## config.mk

```make
export PLATFORM = sky130hd
export DESIGN_NAME = tdc_readout_buffer
export DESIGN_NICKNAME = d
export VERILOG_FILES = /design/src/rtl/tdc_readout_buffer.sv
export SDC_FILE = /design/constraint.sdc
export NUM_CORES = 1
export LEC_CHECK = 0
export CAP_MARGIN = 20
export CORE_ASPECT_RATIO = 1.4
export CORE_MARGIN = 8
export CORE_UTILIZATION = 50
export DETAILED_ROUTE_END_ITERATION = 16
export GPL_TIMING_DRIVEN = 0
export PLACE_DENSITY = 0.72
export SLEW_MARGIN = 5
export SYNTH_ARGS = -nofsm -noshare
export SYNTH_HDL_FRONTEND = slang
export SYNTH_SLANG_ARGS = --single-unit
```

## constraint.sdc

```tcl
create_clock -name BUS_CLK -period 11.9 [get_ports BUS_CLK]
set_clock_uncertainty 0.05 [all_clocks]
set_input_delay 2.38 -clock BUS_CLK [delete_from_list [all_inputs] [get_ports BUS_CLK]]
set_output_delay 2.38 -clock BUS_CLK [all_outputs]
set_load 0.1 [all_outputs]
```

## src/rtl/tdc_readout_buffer.sv

```systemverilog
// First-word-fall-through buffer between an upstream TDC FIFO and a downstream reader.
// Optionally drops words whose identifier nibble does not match, counting them.
module tdc_readout_buffer #(
  parameter int          DEPTH           = 16,
  parameter logic [3:0]  DATA_IDENTIFIER = 4'b0100,
  parameter bit          CHECK_ID        = 1'b1
) (
  input  logic        BUS_CLK,
  input  logic        BUS_RST,
  input  logic        ENABLE,
  input  logic        CLEAR,
  input  logic        IN_FIFO_EMPTY,
  input  logic [31:0] IN_FIFO_DATA,
  output logic        IN_FIFO_READ,
  input  logic        OUT_FIFO_READ,
  output logic        OUT_FIFO_EMPTY,
  output logic [31:0] OUT_FIFO_DATA,
  output logic        FULL,
  output logic [31:0] WORD_CNT,
  output logic [7:0]  ID_ERR_CNT
);

  localparam int AW = $clog2(DEPTH);
  localparam logic [AW:0]   CNT_ONE  = (AW+1)'(1);
  localparam logic [AW:0]   CNT_FULL = (AW+1)'(DEPTH);
  localparam logic [AW-1:0] PTR_ONE  = AW'(1);

  logic [31:0]   r_mem [DEPTH];
  logic [AW-1:0] r_wrPtr;
  logic [AW-1:0] r_rdPtr;
  logic [AW:0]   r_count;
  logic [31:0]   r_wordCnt;
  logic [7:0]    r_idErrCnt;

  logic w_idOk;
  logic w_write;
  logic w_drop;
  logic w_read;

  assign OUT_FIFO_EMPTY = (r_count == '0);
  assign FULL           = (r_count == CNT_FULL);
  assign OUT_FIFO_DATA  = r_mem[r_rdPtr];
  assign WORD_CNT       = r_wordCnt;
  assign ID_ERR_CNT     = r_idErrCnt;

  assign IN_FIFO_READ = ENABLE & ~IN_FIFO_EMPTY & ~FULL & ~CLEAR & ~BUS_RST;
  assign w_idOk       = (CHECK_ID == 1'b0) || (IN_FIFO_DATA[31:28] == DATA_IDENTIFIER);
  assign w_write      = IN_FIFO_READ & w_idOk;
  assign w_drop       = IN_FIFO_READ & ~w_idOk;
  assign w_read       = OUT_FIFO_READ & ~OUT_FIFO_EMPTY & ~CLEAR;

  // Storage is deliberately left out of reset so it can map onto RAM.
  always_ff @(posedge BUS_CLK) begin
    if (w_write) begin
      r_mem[r_wrPtr] <= IN_FIFO_DATA;
    end
  end

  always_ff @(posedge BUS_CLK or posedge BUS_RST) begin
    if (BUS_RST) begin
      r_wrPtr    <= '0;
      r_rdPtr    <= '0;
      r_count    <= '0;
      r_wordCnt  <= '0;
      r_idErrCnt <= '0;
    end else if (CLEAR) begin
      r_wrPtr    <= '0;
      r_rdPtr    <= '0;
      r_count    <= '0;
      r_wordCnt  <= '0;
      r_idErrCnt <= '0;
    end else begin
      if (w_write) begin
        r_wrPtr   <= r_wrPtr + PTR_ONE;
        r_wordCnt <= r_wordCnt + 32'd1;
      end
      if (w_read) begin
        r_rdPtr <= r_rdPtr + PTR_ONE;
      end
      if (w_drop && (r_idErrCnt != 8'hFF)) begin
        r_idErrCnt <= r_idErrCnt + 8'd1;
      end
      // Simultaneous write and read leaves occupancy unchanged.
      case ({w_write, w_read})
        2'b10:   r_count <= r_count + CNT_ONE;
        2'b01:   r_count <= r_count - CNT_ONE;
        default: r_count <= r_count;
      endcase
    end
  end

endmodule

```

==> impl_metrics.sql <==
INSERT INTO impl_metrics (metric_group, metric, value, unit) VALUES
('floorplanning', 'core', '43800', 'um^2'),
('detailed_routing', 'drcViolationCount', '0', ''),
('cells_and_area', 'syn_to_final_growth', '18.8', '%'),
('detailed_routing', 'detailedRoute.firstPassIterationCount', '5', ''),
('grt', 'grt_pass1_vias', '11700', ''),
('clocking', 'tritoncts', 'done', ''),
('logic_synthesis', 'synth-edff-count', '512', ''),
('grt', 'grt_first_pass_wirelength', '74.4', 'mm'),
('timing', 'maxSlewHeadroom', '24.9', '%'),
('logic_synthesis', 'synth.most_common_cell', 'sky130_fd_sc_hd__edfxtp_1', ''),
('logic_synthesis', 'ys_seq_area_share', '75.5', '%'),
('clocking', 'clk_pin_slew', '60', 'ps'),
('cells_and_area', 'fin_area', '26300', 'um^2'),
('clocking', 'numCtsBuffers', '49', ''),
('setup_path', 'worstPathArrival', '4760', 'ps'),
('grt', 'grt_remaining_overflow', '0', ''),
('logic_synthesis', 'synthDominantAreaCellType', 'sky130_fd_sc_hd__edfxtp_1', ''),
('placed_design', 'detailed_placer_s_ending_hpwl', '32.4', 'mm'),
('cells_and_area', 'layout-drive-gt1-share', '23.4', '%'),
('detailed_routing', 'avgViaCountPerCell', '5.95', ''),
('placed_design', 'gp_congestion', '0.860', ''),
('timing', 'grt_setup_unrepaired', 'no', ''),
('logic_synthesis', 'mappedNetlistArea', '22100', 'um^2'),
('grt', 'largest_net_degree_at_the_start_of_global_routing', '36', ''),
('setup_path', 'worst-r2r-setup-slack', '7910', 'ps'),
('clocking', 'post_cts.resized_instances', '0', ''),
('setup_path', 'critical_path.startpoint', 'CLEAR', ''),
('floorplanning', 'starting_density_of_the_core', '50.5', '%'),
('setup_path', 'critical_path.max_fanout', '5', ''),
('logic_synthesis', 'synth.ff_latch_count', '565', ''),
('flow_run', 'max-cap-violations', '0', ''),
('setup_path', 'critical_path_required_time', '9470', 'ps'),
('floorplanning', 'core.rowCount', '91', ''),
('logic_synthesis', 'synthCells', '1044', ''),
('timing', 'slew_viol_final', '0', ''),
('logic_synthesis', 'synth_ff_type', 'sky130_fd_sc_hd__edfxtp_1', ''),
('grt', 'globalRouteTotalUtil', '19.4', '%'),
('logic_synthesis', 'synth_top_area_share', '69.5', '%'),
('power_and_ir_drop', 'peakVddDrop', '210', 'uV'),
('power_and_ir_drop', 'leakagePower', '8.27', 'nW'),
('hold_path', 'min_to', 'WORD_CNT[26]', ''),
('clocking', 'h-tree-depth', '2', ''),
('setup_path', 'timing.critical_path.to_type', 'output pin', ''),
('clocking', 'post_cts_hold_buffer_count', '0', ''),
('logic_synthesis', 'ys_top_cells_by_count', 'sky130_fd_sc_hd__edfxtp_1 (512), sky130_fd_sc_hd__mux4_2 (160), sky130_fd_sc_hd__dfrtp_1 (53)', ''),
('cells_and_area', 'post-route-util', '60.0', '%'),
('logic_synthesis', 'netlist_top_cells_area', 'sky130_fd_sc_hd__edfxtp_1 (69%), sky130_fd_sc_hd__mux4_2 (16%), sky130_fd_sc_hd__dfrtp_1 (6.0%), sky130_fd_sc_hd__xnor2_1 (0.99%), sky130_fd_sc_hd__nor2_1 (0.83%)', ''),
('setup_path', 'reg2reg_from', 'r_count[0]', ''),
('detailed_routing', 'drt-initial-drc-count', '1018', ''),
('clocking', 'postCtsSetupBuffers', '0', ''),
('power_and_ir_drop', 'design_power_total', '0.00456', 'W'),
('clocking', 'sinks_on_the_clock_net', '565', ''),
('clocking', 'insertion_delay', '570', 'ps'),
('timing', 'report.final.hold_viol_count', '0', ''),
('grt', 'number_of_antenna_violations_at_the_first_check_in_global_routing', '1', ''),
('detailed_routing', 'wl_per_cell', '26.9', 'um'),
('outcome', 'status', 'finished, final reports clean', ''),
('setup_path', 'timing.critical_path.from_type', 'input port', ''),
('detailed_routing', 'routed_wirelength', '50.0', 'mm'),
('logic_synthesis', 'yosysWarningCount', '0', ''),
('logic_synthesis', 'synth_async_sr_flop_share', '9.38', '%'),
('placed_design', 'dpl_cell_area', '24700', 'um^2'),
('logic_synthesis', 'yosys.cell_types.count', '42', ''),
('floorplanning', 'io-pin-count', '113', ''),
('setup_path', 'reg2regPathDepth', '13', ''),
('timing', 'setup-violations-final', '0', ''),
('timing', 'fmaxAchievable', '139', 'MHz'),
('logic_synthesis', 'syn-mean-instance-area', '21.2', 'um^2'),
('timing', 'period_share', '60.4', '%'),
('timing', 'timing.setup.tns', '0', 'ps'),
('setup_path', 'rr_endpoint', 'r_count[4]', '');
[worst max-delay path, cell delays in order]
cell and delay [ps]:
sky130_fd_sc_hd__clkdlybuf4s50_1 500, sky130_fd_sc_hd__or4b_1 620, sky130_fd_sc_hd__nor2_1 120, sky130_fd_sc_hd__clkdlybuf4s50_1 1140
[final cells by class]
| cell class | count | share of cell area [%] |
|---|---|---|
| Timing Repair Buffer | 172 | 7.13 |
| Buffer | 51 | 0.733 |
| Clock buffer | 66 | 5.07 |
| Antenna cell | 1 | 0.00952 |
| Multi-Input combinational cell | 414 | 20.0 |
| Sequential cell | 565 | 63.5 |
| Tap cell | 558 | 2.66 |
| Clock inverter | 22 | 0.685 |
| Inverter | 14 | 0.200 |
[through the flow]
step           setup WS, ps  std cells
2_1_floorplan          4800       1044
3_3_place_gp            196       1714
3_5_place_dp           4680       1765
4_1_cts                4700       1853
5_1_grt                4660       1862
6_report               4710       1863
[worst max path at each step]
stage | cells after the start | slack [ps] | end
floorplan | 4 | 4800 | r_mem[1][0]
global placement | 5 | 200 | r_mem[3][9]
detailed placement | 14 | 4680 | r_count[4]
CTS | 4 | 4700 | IN_FIFO_READ
global route | 4 | 4660 | IN_FIFO_READ
finish | 4 | 4710 | IN_FIFO_READ
[power by group]
| part | total, W | internal (W) | switching [W] |
|---|---|---|---|
| clock network | 0.00152 | 0.000849 | 0.000672 |
| registers | 0.00218 | 0.00217 | 0.0000117 |
| logic | 0.000856 | 0.000325 | 0.000531 |
| total | 0.00456 | 0.00335 | 0.00121 |
[layer usage]
metal	track usage (%)	share of wire, %	up-vias
li1	-	-	4749
met1	24.4	39	5814
met2	33.4	51	443
met3	4.10	7.3	74
met4	6.00	2.3	0
met5	0	0	-
[kinds of logic (layout without fill, tap and decap cells)]
group / count (synthesis) / count (layout) / synth area share (%)
buffers and inverters: 65 / 325 / 1.11
muxes: 166 / 166 / 16.6
adders and majority gates: 11 / 11 / 0.656
DFF: 565 / 565 / 75.5
AOI/OAI and AO/OA: 29 / 29 / 0.775
and+or+nand+nor: 175 / 175 / 4.09
other: 0 / 1 / 0
xor gates and xnor gates: 33 / 33 / 1.31
[state kept, by name, summed over array words and instances, names as in the netlist]
register	count
r_mem	512
ID_ERR_CNT	8
r_wrPtr	4
r_rdPtr	4
r_count	5
WORD_CNT	32
[layout by cell type (no fill, tap or decap), drive strengths merged, types with 2 or more instances in the layout]
master	n
edfxtp	512
mux4	160
clkdlybuf4s50	112
clkbuf	103
buf	74
dfrtp	53
nor2	49
xnor2	25
nand2	23
clkinv	17
nor3	16
nand3	15
inv	15
nor4	15
nand4	12
ha	10
o21ai	10
a21oi	9
xor2	8
and2	7
and3	6
or3	6
mux2i	5
nand3b	4
nor2b	4
nor4b	4
or2	4
or4	3
nand2b	3
a211oi	3
bufinv	3
o211ai	2
or4b	2
(Power assumes the default switching activity.)
